File: src/rtl/arcade_output_device.sv
// Decodes host OUT command bytes into set/clear/timed-pulse outputs and answers '?' with a state dump.
// Commands land one cycle after consume; the host is backpressured while the reply bytes are sent.
module arcade_output_device #(
  parameter int NUM_OUTPUTS = 8,
  parameter int PULSE_MS    = 50
) (
  input  logic                   clk_i,
  input  logic                   rst_i,
  output logic [NUM_OUTPUTS-1:0] outputs_o,
  input  logic [10:0]            frame_i,
  output logic [7:0]             in_data_o,
  output logic                   in_valid_o,
  input  logic                   in_ready_i,
  input  logic [7:0]             out_data_i,
  input  logic                   out_valid_i,
  output logic                   out_ready_o,
  input  logic                   usb_configured_i
);
  localparam logic [7:0] PULSE8 = 8'(PULSE_MS);
  localparam logic [3:0] LAST   = 4'(NUM_OUTPUTS - 1);

  typedef enum logic {S_IDLE, S_REPLY} state_t;

  state_t                 r_state;
  logic [NUM_OUTPUTS-1:0] r_out;
  logic [NUM_OUTPUTS-1:0] r_snap;
  logic [7:0]             r_cnt [NUM_OUTPUTS];
  logic [3:0]             r_idx;
  logic [7:0]             r_in_data;
  logic                   r_in_valid;
  logic                   r_out_ready;
  logic                   r_beat;
  logic                   r_last_frame;

  logic [7:0]             w_off_set;
  logic [7:0]             w_off_clr;
  logic [7:0]             w_off_pls;
  logic [NUM_OUTPUTS-1:0] w_set;
  logic [NUM_OUTPUTS-1:0] w_clr;
  logic [NUM_OUTPUTS-1:0] w_pls;
  logic                   w_consume;
  logic                   w_query;
  logic                   w_unused;

  // Only the frame parity matters: each toggle is one ~1 ms beat.
  assign w_unused  = ^frame_i[10:1];
  assign w_consume = out_valid_i && r_out_ready;
  assign w_query   = w_consume && (out_data_i == 8'h3F);
  assign w_off_set = out_data_i - 8'h41;
  assign w_off_clr = out_data_i - 8'h61;
  assign w_off_pls = out_data_i - 8'h30;

  always_comb begin
    w_set = '0;
    w_clr = '0;
    w_pls = '0;
    for (int n = 0; n < NUM_OUTPUTS; n++) begin
      w_set[n] = w_consume && (w_off_set == 8'(n));
      w_clr[n] = w_consume && (w_off_clr == 8'(n));
      w_pls[n] = w_consume && (w_off_pls == 8'(n));
    end
  end

  function automatic logic [7:0] reply_byte(input logic [NUM_OUTPUTS-1:0] s, input logic [3:0] i);
    logic b;
    b = 1'b0;
    for (int n = 0; n < NUM_OUTPUTS; n++) begin
      if (i == 4'(n)) b = s[n];
    end
    return b ? (8'h41 + {4'd0, i}) : (8'h61 + {4'd0, i});
  endfunction

  always_ff @(posedge clk_i) begin
    if (rst_i) begin
      r_state      <= S_IDLE;
      r_out        <= '0;
      r_snap       <= '0;
      r_idx        <= '0;
      r_in_data    <= '0;
      r_in_valid   <= 1'b0;
      r_out_ready  <= 1'b0;
      r_beat       <= 1'b0;
      r_last_frame <= 1'b0;
      for (int n = 0; n < NUM_OUTPUTS; n++) r_cnt[n] <= '0;
    end else begin
      r_last_frame <= frame_i[0];
      r_beat       <= (frame_i[0] != r_last_frame);
      if (!usb_configured_i) begin
        // Unconfigured: drain host bytes without decoding and hold everything low.
        r_state     <= S_IDLE;
        r_out       <= '0;
        r_idx       <= '0;
        r_in_data   <= '0;
        r_in_valid  <= 1'b0;
        r_out_ready <= 1'b1;
        for (int n = 0; n < NUM_OUTPUTS; n++) r_cnt[n] <= '0;
      end else begin
        // Later assignments in this loop let a same-cycle command override the beat.
        for (int n = 0; n < NUM_OUTPUTS; n++) begin
          if (r_beat && (r_cnt[n] != 8'd0)) begin
            r_cnt[n] <= r_cnt[n] - 8'd1;
            if (r_cnt[n] == 8'd1) r_out[n] <= 1'b0;
          end
          if (w_set[n]) begin
            r_out[n] <= 1'b1;
            r_cnt[n] <= 8'd0;
          end else if (w_clr[n]) begin
            r_out[n] <= 1'b0;
            r_cnt[n] <= 8'd0;
          end else if (w_pls[n]) begin
            r_out[n] <= 1'b1;
            r_cnt[n] <= PULSE8;
          end
        end
        case (r_state)
          S_IDLE: begin
            r_out_ready <= 1'b1;
            if (w_query) begin
              r_snap      <= r_out;
              r_idx       <= 4'd0;
              r_in_data   <= reply_byte(r_out, 4'd0);
              r_in_valid  <= 1'b1;
              r_out_ready <= 1'b0;
              r_state     <= S_REPLY;
            end
          end
          S_REPLY: begin
            r_out_ready <= 1'b0;
            if (r_in_valid && in_ready_i) begin
              if (r_idx == LAST) begin
                r_in_valid  <= 1'b0;
                r_in_data   <= '0;
                r_out_ready <= 1'b1;
                r_state     <= S_IDLE;
              end else begin
                r_idx     <= r_idx + 4'd1;
                r_in_data <= reply_byte(r_snap, r_idx + 4'd1);
              end
            end
          end
          default: r_state <= S_IDLE;
        endcase
      end
    end
  end

  assign outputs_o   = r_out;
  assign in_data_o   = r_in_data;
  assign in_valid_o  = r_in_valid;
  assign out_ready_o = r_out_ready;

endmodule
File: config.mk
export PLATFORM = sky130hd
export DESIGN_NAME = arcade_output_device
export DESIGN_NICKNAME = d
export VERILOG_FILES = /design/src/rtl/arcade_output_device.sv
export SDC_FILE = /design/constraint.sdc
export NUM_CORES = 1
export LEC_CHECK = 0
export CORE_MARGIN = 5
export CORE_UTILIZATION = 54
export CTS_CLUSTER_SIZE = 12
export DETAILED_ROUTE_END_ITERATION = 6
export MAX_ROUTING_LAYER = met4
export PLACE_DENSITY = 0.85
export SYNTH_ARGS = -nofsm -noshare
export SYNTH_HDL_FRONTEND = slang
export SYNTH_SLANG_ARGS = --single-unit
File: constraint.sdc
create_clock -name clk_i -period 2.59 [get_ports clk_i]
set_clock_uncertainty 0.2 [all_clocks]
set_input_delay 0.518 -clock clk_i [delete_from_list [all_inputs] [get_ports clk_i]]
set_output_delay 0.518 -clock clk_i [all_outputs]
set_load 0.05 [all_outputs]
# [Yosys cells after proc, flatten, opt, wreduce, memory -nomap -nowiden]
# Memories as Yosys holds them, arrays and structs flattened.
# Index checks and enable logic that the tools add are counted.
[word_totals] regBits=33 ram_bits=64 out_inout_bits=18 word_cells=469 n_memories=1
[classes] n_addsub=14 n_eq_ne=43 mux=277 n_bitwise=42 n_reduce_logical=76
[mem_list] memory="r_cnt" words=8 width=8 read_ports=8 rd_ports_with_merged_regs=0 write_ports=8 line="27" text="logic [7:0] r_cnt [NUM_OUTPUTS];"
[op_table] operator="2-to-1 mux 8 bit" n=44
[op_table] operator="2-to-1 mux 1 bit" n=224
[op_table] operator="equality test 8 x 3 -> 1 bit (second input constant)" n=12
[op_table] operator="equality test 8 x 1 -> 1 bit (second input constant)" n=11
[op_table] operator="nonzero test 4 bit" n=16
[op_table] operator="nonzero test 8 bit" n=8
[op_table] operator="subtractor 8 x 1 -> 8 bit (second input constant)" n=8
[op_table] operator="equality test 8 x 2 -> 1 bit (second input constant)" n=6
[op_table] operator="bitwise OR 1 bit" n=40
[op_table] operator="logical AND 1 bit" n=35
[op_table] operator="logical NOT 8 bit" n=3
[op_table] operator="equality test 4 x 3 -> 1 bit (second input constant)" n=5
[op_table] operator="AND reduction 2 bit" n=9
[op_table] operator="adder 7 x 4 -> 8 bit (first input constant)" n=2
[op_table] operator="case mux 8 bit (2 select lines)" n=1
[op_table] operator="subtractor 8 x 7 -> 8 bit (second input constant)" n=2
[op_table] operator="2-to-1 mux 4 bit" n=3
[op_table] operator="AND reduction 3 bit" n=3
[op_table] operator="equality test 4 x 2 -> 1 bit (second input constant)" n=2
[op_table] operator="equality test 8 x 6 -> 1 bit (second input constant)" n=1
[op_table] operator="case mux 4 bit (2 select lines)" n=1
[op_table] operator="subtractor 8 x 6 -> 8 bit (second input constant)" n=1
[op_table] operator="2-to-1 mux 6 bit" n=1
[op_table] operator="case mux 1 bit (2 select lines)" n=3
[op_table] operator="other kinds (8)" n=11

# [Longest topological paths before layout]
[depth] depth_word=19 mapped_depth=7

# [Least setup slack after synthesis]
# No wires, ideal clock.
[synth_timing] path_kind="register to register" startpoint="register r_out_ready, in the netlist out_ready_o" endpoint="memory r_cnt[3][0], in the netlist r_cnt[0][24], enable pin" setup_ps=334 arrival_ps=1977 required_time_ps=2056 path_slack_ps=79 path_stages_with_launch=5 cell_sequence="dfxtp_1 or4bb_1 o31ai_1 a21oi_1 nand2b_1"
[synth_rtl] element="start, declared" line="31" text="logic r_out_ready;"
[synth_rtl] element="start signal, assigned" line="81" text="r_out_ready <= 1'b0;"
[synth_rtl] element="start signal, assigned" line="95" text="r_out_ready <= 1'b1;"
[synth_rtl] element="start signal, assigned" line="117" text="r_out_ready <= 1'b1;"
[synth_rtl] element="end, declared" line="27"

==> metrics <==
status complete, no violations; number of CTS-inserted buffers 9; worst-path maximum fanout 8; CTS tree built; most frequent cells in the layout nand2_1, nor2_1, edfxtp_1; min cycle time layout 2.456 ns; Power Dens Cells 525.5 mW/mm²; P&R area growth vs syn 19.79%; Detailed Routing Iterations Pass 1 7; most crowded layer after global routing met2; total die area 0.01205 mm²; Avg Cell Area, Syn 9.218 µm²; Max-cap violations 0; FFs w/ async S/R, synth 0%; vias in the first global route 4421; Initial DRC Count 258; mapped cell area 0.005374 mm²; Fill cells 782; final instance area 0.006437 mm²; # DRC 0; crit path launch type input port; synth unique cells 51; Lkg Pwr 2.445 nW; Final Non-Filler Cells 799; largest net degree at the start of global routing 19; reg2reg path depth 5; Initial Util 55.23%; global-route track usage on met3 3.758%; Worst setup startpoint out_data_i[1]; #FFs+latches synth 96; fin nets 713; Worst R2R End r_cnt[1][14]; sequential fraction of the synthesis area 46.75%; Post-DP Area 0.006225 mm²; CTS Sinks 96; Register Area 0.002512 mm²; switching part of the total power 28.74%; achievable frequency 407.2 MHz; Data required, critical path 2.48 ns; Multi-input gate area 0.002704 mm²; H-tree levels 3; final hold violations 0; Clock Power Share 29.8%; Root Driver clkbuf_8; first-pass GRT wire length 20310 µm; Ys Warns 0; Slew headroom 62.10%; diode count 0; Final Cycle Share 94.81%; port bufs 30; combinational share of power 17.5%; worst-margin pin slew 0.5632 ns; r2r startpoint r_cnt[1][11]; row count 36; antenna violations before repair 0; grt ovf 0; Via density 5.703; Syn Nets 635; clk_lat worst skew 0.37 ns; Hold WC Path Type flop to flop; Post-CTS Setup Repair Bufs 0; DRT Wirelength 12420 µm; leading area contributor after synthesis edfxtp_1; share of the synthesized area in the top cell type 32.97%; Pins Over Slew Limit 0; die height 109.8 µm; Core Box Area 0.009729 mm²; Syn Inst Count 583; P_int 0.002411 W; Final GP Congestion 0.9119; GRT Resource Usage Total 22.00%; P_sw 0.0009724 W; layout cell share with drive strength beyond 1 11.86%; Final ANT Viol Nets 0; met2 usage 36.70%; GR Layer Usage met1 27.34%; commonest non-fill, non-tap cell in the layout nand2_1; Clock transition at path regs 0.10 ns; Finish-stage setup viols 0; clock buffer depth 2; worst setup path endpoint r_cnt[1][25]; Die Width 109.8 µm; Post-Place Cells 783; Avg WL per Cell 15.55 µm; RSZ-0062 raised after global routing false; CP Data Arrival Time 2.35 ns; I/O pin cnt 42; DP Wirelength 9464 µm; Post-synth EDFFs 59; Main synth FF type edfxtp_1; nature of the critical path endpoint flop; CP Class input port to flop; Vias 4557; Sequential Power Share 52.7%; post-layout util 66.17%; Peak VDD IR 0.0003097 V; synth top area cells edfxtp_1, dfxtp_1, ha_1, nand2_1, nor2_1; setup slack, reg-to-reg 0.22 ns
-- area by class of cell --
| class | instances | area share [%] |
|---|---|---|
| Inverter | 27 | 1.574 |
| Clock buffer | 10 | 2.313 |
| Sequential cell | 96 | 39.03 |
| Multi-Input combinational cell | 444 | 42.00 |
| Tap cell | 133 | 2.585 |
| Clock inverter | 6 | 0.8746 |
| Timing Repair Buffer | 83 | 11.62 |
-- per-stage QoR --
stage                     hold WS, ns  setup WS, ns  total power, W  TNS (ns)
after floorplan                0.2357       0.07901        0.002197         0
after global placement         0.2419       -0.1680        0.002361    -6.879
after detailed placement       0.2474       -0.2174        0.002396    -13.38
after CTS                      0.2624        0.1530        0.003386         0
after global routing           0.2896       0.05942        0.003531         0
final                          0.2635        0.1344        0.003383         0
-- sequential cells by signal (all words and copies together) (netlist names) --
register / cells
r_last_frame: 1
r_cnt: 64
outputs_o: 8
r_state: 1
r_beat: 1
in_data_o: 7
r_snap: 8
out_ready_o: 1
r_idx: 4
in_valid_o: 1
-- kinds of logic after synthesis --
| family | count (synthesis) | synth area share, % |
|---|---|---|
| AOI/OAI and AO/OA | 97 | 10.90 |
| xor gates and xnor gates | 52 | 8.475 |
| adders and majority gates | 28 | 6.519 |
| buffers and inverters | 43 | 3.073 |
| DFF | 96 | 46.75 |
| muxes | 1 | 0.1863 |
| other | 1 | 0.06978 |
| and+or+nand+nor | 265 | 24.03 |
-- critical path: stages --
cell and delay [ns]:
clkdlybuf4s50_1 0.42, or4bb_1 0.61, o31ai_1 0.41, a21oi_1 0.11
nand2b_1 0.14, buf_12 0.13
-- synthesized netlist by cell type, types with 14 or more instances --
library cell,count
a21oi_1,55
clkbuf_1,14
dfxtp_1,37
edfxtp_1,59
ha_1,28
inv_1,27
nand2_1,80
nand3_1,24
nor2_1,76
nor3_1,14
xnor2_1,31
xor2_1,21
-- worst min-delay path by stage --
stage                       startpoint  cells after the start  slack [ns]            to
after CTS                 in_data_o[0]                      2        0.26  in_data_o[0]
after detailed placement  in_data_o[0]                      2        0.25  in_data_o[0]
final                     in_data_o[0]                      2        0.26  in_data_o[0]
after global routing      in_data_o[6]                      2        0.29  in_data_o[6]
after floorplan              r_snap[7]                      2        0.24     r_snap[7]
after global placement    in_data_o[2]                      2        0.24  in_data_o[2]
-- timing repair --
action,CTS,global route
setup endpoints to repair,0,16
gates resized for setup,0,1
hold buffers,0,0
-- power groups by stage --
stage | registers (W) | logic [W] | clock network (W)
detailed placement | 0.00182 | 0.000579 | 0
CTS | 0.00178 | 0.000586 | 0.00102
global placement | 0.00181 | 0.000552 | 0
finish | 0.00178 | 0.000591 | 0.00101
floorplan | 0.00180 | 0.000398 | 0
global route | 0.00180 | 0.000656 | 0.00108
-- layer usage --
layer  share of wire (%)  vias to the layer above
li1                    -                     2207
met1                  43                     2189
met2                  49                      136
met3                 5.8                       25
met4                 1.5                        0
met5                   0                        -
(Power assumes the default switching activity.)
